### src/rtl/uart_tx_arbiter.sv
`default_nettype none
// ----------------------------------------------------------------------------
// Module      : uart_tx_arbiter
// Description : Round-robin arbiter sharing one UART byte transmitter between
//               two byte sources, with burst limiting and an accept timeout.
// Revision    : 1.0 - initial release
// ----------------------------------------------------------------------------
module uart_tx_arbiter #(
  parameter int DATA_WIDTH     = 8,
  parameter int MAX_BURST      = 4,
  parameter int ACCEPT_TIMEOUT = 8
) (
  input  logic                  clk,
  input  logic                  reset,
  input  logic                  req0,
  input  logic [DATA_WIDTH-1:0] data0,
  input  logic                  req1,
  input  logic [DATA_WIDTH-1:0] data1,
  input  logic                  tx_busy,
  output logic                  sel,
  output logic                  ack0,
  output logic                  ack1,
  output logic                  tx_start,
  output logic [DATA_WIDTH-1:0] tx_data,
  output logic                  timeout_err
);

  localparam logic [3:0] c_max_burst = 4'(MAX_BURST);
  // The timeout pulse is registered, so it is decided one count early; the
  // counter reaches ACCEPT_TIMEOUT-1 on the same edge that raises the pulse.
  localparam logic [7:0] c_wait_last = 8'(ACCEPT_TIMEOUT - 2);

  typedef enum logic [1:0] {
    IDLE      = 2'd0,
    LAUNCH    = 2'd1,
    WAIT_BUSY = 2'd2,
    WAIT_DONE = 2'd3
  } state_t;

  state_t                r_state, w_state;
  logic                  r_sel, w_sel;
  logic                  r_ack0, w_ack0;
  logic                  r_ack1, w_ack1;
  logic                  r_tx_start, w_tx_start;
  logic [DATA_WIDTH-1:0] r_tx_data, w_tx_data;
  logic                  r_timeout_err, w_timeout_err;
  logic                  r_last_grant, w_last_grant;
  logic [3:0]            r_burst_cnt, w_burst_cnt;
  logic [7:0]            r_wait_cnt, w_wait_cnt;
  logic                  w_grant;
  logic                  w_grant_idx;
  logic                  w_cur_req;
  logic                  w_oth_req;

  // State and output registers; reset puts requester 0 first in line.
  always_ff @(posedge clk or posedge reset) begin
    if (reset) begin
      r_state       <= IDLE;
      r_sel         <= 1'b0;
      r_ack0        <= 1'b0;
      r_ack1        <= 1'b0;
      r_tx_start    <= 1'b0;
      r_tx_data     <= '0;
      r_timeout_err <= 1'b0;
      r_last_grant  <= 1'b1;
      r_burst_cnt   <= 4'd0;
      r_wait_cnt    <= 8'd0;
    end else begin
      r_state       <= w_state;
      r_sel         <= w_sel;
      r_ack0        <= w_ack0;
      r_ack1        <= w_ack1;
      r_tx_start    <= w_tx_start;
      r_tx_data     <= w_tx_data;
      r_timeout_err <= w_timeout_err;
      r_last_grant  <= w_last_grant;
      r_burst_cnt   <= w_burst_cnt;
      r_wait_cnt    <= w_wait_cnt;
    end
  end

  // Next-state logic: grant decisions, launch pulses and the accept timeout.
  always_comb begin
    w_state       = r_state;
    w_sel         = r_sel;
    w_ack0        = 1'b0;
    w_ack1        = 1'b0;
    w_tx_start    = 1'b0;
    w_tx_data     = r_tx_data;
    w_timeout_err = 1'b0;
    w_last_grant  = r_last_grant;
    w_burst_cnt   = r_burst_cnt;
    w_wait_cnt    = r_wait_cnt;
    w_grant       = 1'b0;
    w_grant_idx   = 1'b0;
    w_cur_req     = r_last_grant ? req1 : req0;
    w_oth_req     = r_last_grant ? req0 : req1;

    case (r_state)
      IDLE: begin
        if (req0 || req1) begin
          w_grant     = 1'b1;
          w_grant_idx = (req0 && req1) ? ~r_last_grant : req1;
          w_burst_cnt = 4'd1;
        end
      end
      LAUNCH: begin
        w_state    = WAIT_BUSY;
        w_wait_cnt = 8'd0;
      end
      WAIT_BUSY: begin
        if (tx_busy) begin
          w_state = WAIT_DONE;
        end else begin
          w_wait_cnt = r_wait_cnt + 8'd1;
          if (r_wait_cnt == c_wait_last) begin
            w_timeout_err = 1'b1;
            w_burst_cnt   = 4'd0;
            w_state       = IDLE;
          end
        end
      end
      WAIT_DONE: begin
        if (!tx_busy) begin
          if (w_cur_req && (!w_oth_req || (r_burst_cnt < c_max_burst))) begin
            w_grant     = 1'b1;
            w_grant_idx = r_last_grant;
            w_burst_cnt = w_oth_req ? (r_burst_cnt + 4'd1) : 4'd1;
          end else if (w_oth_req) begin
            w_grant     = 1'b1;
            w_grant_idx = ~r_last_grant;
            w_burst_cnt = 4'd1;
          end else begin
            w_state = IDLE;
          end
        end
      end
      default: w_state = IDLE;
    endcase

    // Every grant, from IDLE or back-to-back, launches in the next cycle.
    if (w_grant) begin
      w_state      = LAUNCH;
      w_sel        = w_grant_idx;
      w_tx_data    = w_grant_idx ? data1 : data0;
      w_last_grant = w_grant_idx;
      w_tx_start   = 1'b1;
      w_ack0       = ~w_grant_idx;
      w_ack1       = w_grant_idx;
    end
  end

  assign sel         = r_sel;
  assign ack0        = r_ack0;
  assign ack1        = r_ack1;
  assign tx_start    = r_tx_start;
  assign tx_data     = r_tx_data;
  assign timeout_err = r_timeout_err;

endmodule
`default_nettype wire

### config.mk
export PLATFORM = sky130hd
export DESIGN_NAME = uart_tx_arbiter
export DESIGN_NICKNAME = d
export VERILOG_FILES = /design/src/rtl/uart_tx_arbiter.sv
export SDC_FILE = /design/constraint.sdc
export NUM_CORES = 1
export LEC_CHECK = 0
export ABC_AREA = 1
export CAP_MARGIN = 15
export CORE_ASPECT_RATIO = 1.25
export CORE_MARGIN = 2
export CORE_UTILIZATION = 46
export CTS_CLUSTER_SIZE = 24
export DETAILED_ROUTE_END_ITERATION = 12
export PLACE_DENSITY = 0.74
export SKIP_LAST_GASP = 1
export SYNTH_ARGS = -nofsm -noshare
export SYNTH_HDL_FRONTEND = slang
export SYNTH_SLANG_ARGS = --single-unit
export TNS_END_PERCENT = 5
### constraint.sdc
create_clock -name clk -period 3.64 [get_ports clk]
set_clock_uncertainty 0.15 [all_clocks]
set_input_delay 0.728 -clock clk [delete_from_list [all_inputs] [get_ports clk]]
set_output_delay 0.728 -clock clk [all_outputs]
set_load 0.01 [all_outputs]
**Word-level counts from Yosys, hierarchy flattened**

Index checks and enable logic that the tools add are counted.

- Flip-flop bits (word level): 28
- Latch bits: 0
- RAM bits: 0
- Bits in read-only memories: 0
- Input port bits: 21
- Output and inout port bits: 13
- Memories kept: 0

- $add $sub $neg: 2
- Multipliers: 0
- Div/mod/pow operators: 0
- Magnitude comparators: 1
- Eq/ne operators: 13
- Shift-type cells: 0
- Multiplexer cells: 37
- Bitwise logic cells: 2
- Reductions and logical operators: 12

Operators with widths:

| operator | number |
|---|---|
| $mux W4 | 7 |
| $mux W1 | 17 |
| $mux W8 | 2 |
| $pmux W8 S2 | 1 |
| $mux W2 | 6 |
| $ne A3 B3 Y1 const B | 4 |
| $pmux W4 S3 | 1 |
| $add A8 B1 Y8 const B | 1 |
| $eq A8 B3 Y1 const B | 1 |
| $ne A2 B2 Y1 const B | 4 |
| $pmux W2 S3 | 1 |
| $reduce_and A6 Y1 | 1 |
| $reduce_and A5 Y1 | 1 |
| $add A4 B1 Y4 const B | 1 |
| $eq A2 B2 Y1 const B | 2 |
| $lt A4 B3 Y1 const B | 1 |
| $ne A4 B4 Y1 const B | 1 |
| $pmux W1 S2 | 2 |
| $reduce_bool A4 Y1 | 1 |
| $reduce_bool A3 Y1 | 1 |
| $eq A2 B1 Y1 const B | 1 |
| $logic_and A1 B1 Y1 | 2 |
| $logic_not A2 Y1 | 1 |
| $logic_or A1 B1 Y1 | 2 |
| other kinds (4) | 5 |

**Longest topological paths before layout**

- Word-level depth: 9
- Mapped depth: 11
- Depth with buffers taken out: 11

**Least setup slack after synthesis**

Ideal clock, no wire load.

- Path kind: input-to-reg
- Start: in tx_busy
- End: reg r_tx_data[0] (netlist: tx_data[0])
- Setup time: 0.125 ns
- Data arrival time: 1.540 ns
- Required time: 3.365 ns
- Path slack: 1.825 ns
- Stages: 7
- Buffers on the path: 1
- Cells stage by stage: inv_1 nand2_1 a211oi_2 inv_2 buf_6 nand2_1 nand3_1

- Word-level cells in the longest chain between the ends: 3

RTL lines:

| what | line | source |
|---|---|---|
| start, declared | 19 | `input logic tx_busy,` |
| $mux W1 | 124 | `if (!tx_busy) begin` |
| $pmux W1 S2 | 99 | `case (r_state)` |
| $mux W8 | 145 | `w_tx_data = w_grant_idx ? data1 : data0;` |
| end signal, assigned | 74 | `r_tx_data <= w_tx_data;` |
| end, declared | 45 | `logic [DATA_WIDTH-1:0] r_tx_data, w_tx_data;` |

Parallel ways exist; a longest one is shown, timed or not.
A chain may end at the register's enable or synchronous reset.

**Worst setup path in the final report**

- Start: in tx_busy
- End: reg r_state[0]

- Word-level cells in the longest chain between the ends: 4

RTL lines:

| what | line | source |
|---|---|---|
| $mux W1 | 124 |  |
| $pmux W1 S2 | 99 |  |
| $ne A4 B4 Y1 (no source line), or another cell as far along | - |  |
| $reduce_and A5 Y1 (no source line) | - |  |
| end signal, assigned | 69 | `r_state <= w_state;` |
| end, declared | 40 | `state_t r_state, w_state;` |

Parallel ways exist; a longest one is shown, timed or not.

==> implementation parameters <==
Parameter                              Value

Clock tree
  Number of CTS-inserted buffers ... 3
  Clock insertion delay at the later pin of the skew report ... 0.28 ns
  Clock Path Buffers ... 2
  Clock Sink Count ... 28
  Clock tree from TritonCTS ... built
  Count of cells resized by post-cts repair ... 0
  Buffer type at the clock tree root ... sky130_fd_sc_hd__clkbuf_8
  Worst-path clk slew ... approximately 0.10 ns
  Count of hold-fix buffers inserted at cts ... 0
  Post-CTS Setup Bufs ... 0
  H-tree depth reported by CTS ... 1

Place
  Placed instance count ... about 250
  Global placer's final weighted congestion ... 0.779
  Detailed placer's ending HPWL ... ~2.6 mm
  Setup Slack @ Placement ... ~1.2 ns
  Port Buffer Count ... 33
  Area after detailed placement ... approximately 0.0019 mm²

Finish
  Number of nets at the end of the flow ... 250
  P&R area growth vs syn ... 29.9%
  Layout cells sized above 1 ... 13.6%
  Non-filler cells, final ... 258
  Number of antenna cells inserted ... 0
  Fillers ... around 290
  Final standard cell utilization of the core ... 62.6%
  Final cell area excluding filler cells ... just over 0.002 mm²

Timing
  Worst hold slack ... between 0.3 and 0.4 ns
  RSZ-0062 raised after global routing ... false
  Post-layout worst setup margin ... ~1.4 ns
  Count of endpoints failing setup in the final report ... 0
  Time the worst path needs with I/O delays and setup ... about 2.2 ns
  Transition time at the pin with the least slew margin ... around 0.29 ns
  Aggregate negative setup slack ... 0 ns
  Max-slew headroom at the worst pin ... approximately four fifths
  Final Hold Viols ... 0
  Final Max Slew Viols ... 0
  Highest clock frequency the design can meet ... approximately 450 MHz
  Final period util ... slightly above 60%

Setup path
  Startpoint type of the worst setup path ... input port
  Data arrival time at the worst-slack endpoint ... approximately 2.3 ns
  Worst path required time ... 3.67 ns
  Kind of end point of the critical path ... flop
  Reg2reg path depth ... 7
  Worst R2R Start ... r_state[1]
  Slack of the worst reg-to-reg path ... 1.70 ns
  Worst r2r dst ... sel
  Worst-path fanout max ... 15
  Path type of the worst setup path ... in2reg

Synthesis
  Post-synthesis net count ... between 200 and 250
  Leading cell type by number of instances after synthesis ... sky130_fd_sc_hd__nand2_1
  Main flop type after synthesis ... sky130_fd_sc_hd__dfrtp_1
  Commonest cells post-synth ... 36 x sky130_fd_sc_hd__nand2_1, 27 x sky130_fd_sc_hd__dfrtp_1, 27 x sky130_fd_sc_hd__nand3_1
  Flip-flop and latch count after synthesis ... 28
  Syn. warnings ... 0
  Sequential share of the synthesized area ... between 40% and 50%
  Average footprint of a synthesized cell ... about 8.4 µm²
  Post-synthesis cell count ... 184
  Cell taking the most area after synthesis ... sky130_fd_sc_hd__dfrtp_1
  Fraction of synthesized cell area taken by the top area cell type ... between 40% and 50%
  Post-synthesis cell type count ... 27
  Cell area after technology mapping ... 0.00155 mm²
  Number of enable flip-flop cells after synthesis ... 0
  Most area-consuming cells after synthesis ... sky130_fd_sc_hd__dfrtp_1 44%, sky130_fd_sc_hd__nand2_1 8.7%, sky130_fd_sc_hd__nand3_1 8.7%
  Async SR Flop Fraction ... between 90% and 100%

Power and ir drop
  NetSw ... 0.637 mW
  Total power draw ... between 1.5 and 2 mW
  Clock network fraction of total power ... between 10% and 20%
  Pleak ... 0.996 nW
  Power density normalized to cell area ... ~760 mW/mm²
  Internal ... between 0.8 and 0.9 mW
  Part of the power in registers ... approximately a third
  Switching part of the total ... 41.6%
  Maximum vdd ir drop ... 0.517 mV
  Share of power burned in combinational logic ... approximately 50%

Detailed routing
  Via density per instance ... 5.35
  Post-detailed-routing wire length ... around 3.5 mm
  WL per Instance ... 13.5 µm
  Via count ... 1,380
  Remaining number of nets flagged by the antenna check after routing ... 0
  DR iter-0 viols ... 73
  Residual DRC count ... 0
  Number of optimization iterations in the first detailed-route pass ... 4

GRT
  GRT Total Usage ... a little under 20%
  Via count of the first global-routing pass ... 1,445
  Largest net degree at the start of global routing ... 29
  Number of antenna violations at the first check in global routing ... 0
  Gr ovfl total ... 0
  First-pass GRT wire length ... between 5 and 6 mm

Outcome
  Outcome ... completed

Die
  Die Span Y ... between 60 and 70 µm
  Die extent in x ... 56.0 µm
  Placeable core region ... around 0.0032 mm²
  Boundary Pins ... 34
  Die area ... about 0.0039 mm²
  Initial standard-cell utilization of the core ... about half
  Placement Rows ... 23

Min path
  Origin of the worst min-delay path ... r_burst_cnt[1]
  Hold Path Depth ... 2
  Hold Path Sink ... r_burst_cnt[1]
  Worst hold path class ... reg2reg

Run
  Number of max-capacitance violations reported ... 0
power groups by stage:
stage / clock (mW) / combinational (mW) / sequential, mW
after global routing: 0.269 / 0.871 / 0.513
after floorplan: 0 / 0.509 / 0.514
after global placement: 0 / 0.751 / 0.496
final: 0.252 / 0.779 / 0.500
after CTS: 0.252 / 0.779 / 0.499
after detailed placement: 0 / 0.773 / 0.499
how the worst max path moves through the flow:
stage	from	end	slack [ns]
final	tx_busy	r_state[0]	1.42
after global routing	tx_busy	r_state[0]	1.29
after global placement	tx_busy	r_state[0]	1.21
after CTS	tx_busy	r_state[0]	1.43
after detailed placement	tx_busy	r_state[0]	1.15
after floorplan	tx_busy	tx_data[0]	1.82
state kept, by name, indices dropped and copies added (netlist names):
signal and cells:
ack0 1, ack1 1, r_burst_cnt 4, r_last_grant 1, r_state 2, r_wait_cnt 8
sel 1, timeout_err 1, tx_data 8, tx_start 1
worst max-delay path: stages:
cell	delay (ns)
sky130_fd_sc_hd__clkdlybuf4s50_1	0.53
sky130_fd_sc_hd__inv_1	0.13
sky130_fd_sc_hd__nand2_1	0.11
sky130_fd_sc_hd__a211oi_2	0.07
sky130_fd_sc_hd__buf_4	0.18
sky130_fd_sc_hd__inv_2	0.24
sky130_fd_sc_hd__o21ai_0	0.13
sky130_fd_sc_hd__nand2_1	0.08
sky130_fd_sc_hd__nand2_1	0.05
layout make-up:
cell class / instances / area, µm² / share of cell area (%)
timing repair buffer: 35 / 365 / 18.1
sequential: 28 / 702 / 34.8
inverter: 27 / 101 / 5.02
clock inverter: 1 / 30.0 / 1.49
clock buffer: 3 / 41.3 / 2.05
multi-input combinational: 127 / 731 / 36.2
tap: 37 / 46.3 / 2.30
layer usage:
metal	global-route usage [%]	vias up	share of wire (%)
met5	0	-	0
met4	10.1	0	2.3
met3	2.99	9	5.4
met2	38.4	51	52
met1	21.1	640	41
li1	-	680	-
cell families (layout without fill, tap and decap cells):
family / count (synthesis) / count (layout) / share of synthesized area (%)
AOI/OAI and AO/OA: 17 / 17 / 7.25
DFF: 28 / 28 / 45.2
and+or+nand+nor: 102 / 102 / 33.6
buffers and inverters: 29 / 66 / 7.74
adders and majority gates: 7 / 7 / 5.64
xor gates and xnor gates: 1 / 1 / 0.564
cells in the final DEF, fill, tap and decap left out, types with 3 or more instances in the layout:
cell	instances
sky130_fd_sc_hd__nor3_1	3
sky130_fd_sc_hd__a22oi_1	3
sky130_fd_sc_hd__nand4_1	11
sky130_fd_sc_hd__nand2_1	36
sky130_fd_sc_hd__clkbuf_8	3
sky130_fd_sc_hd__nor2_1	9
sky130_fd_sc_hd__nand3_1	27
sky130_fd_sc_hd__o21ai_0	3
sky130_fd_sc_hd__dfrtp_1	27
sky130_fd_sc_hd__inv_1	23
sky130_fd_sc_hd__inv_2	4
sky130_fd_sc_hd__a21oi_1	5
sky130_fd_sc_hd__nand2_2	7
sky130_fd_sc_hd__clkdlybuf4s50_1	33
sky130_fd_sc_hd__ha_1	7
No activity file was read; power rests on OpenSTA's default activity.
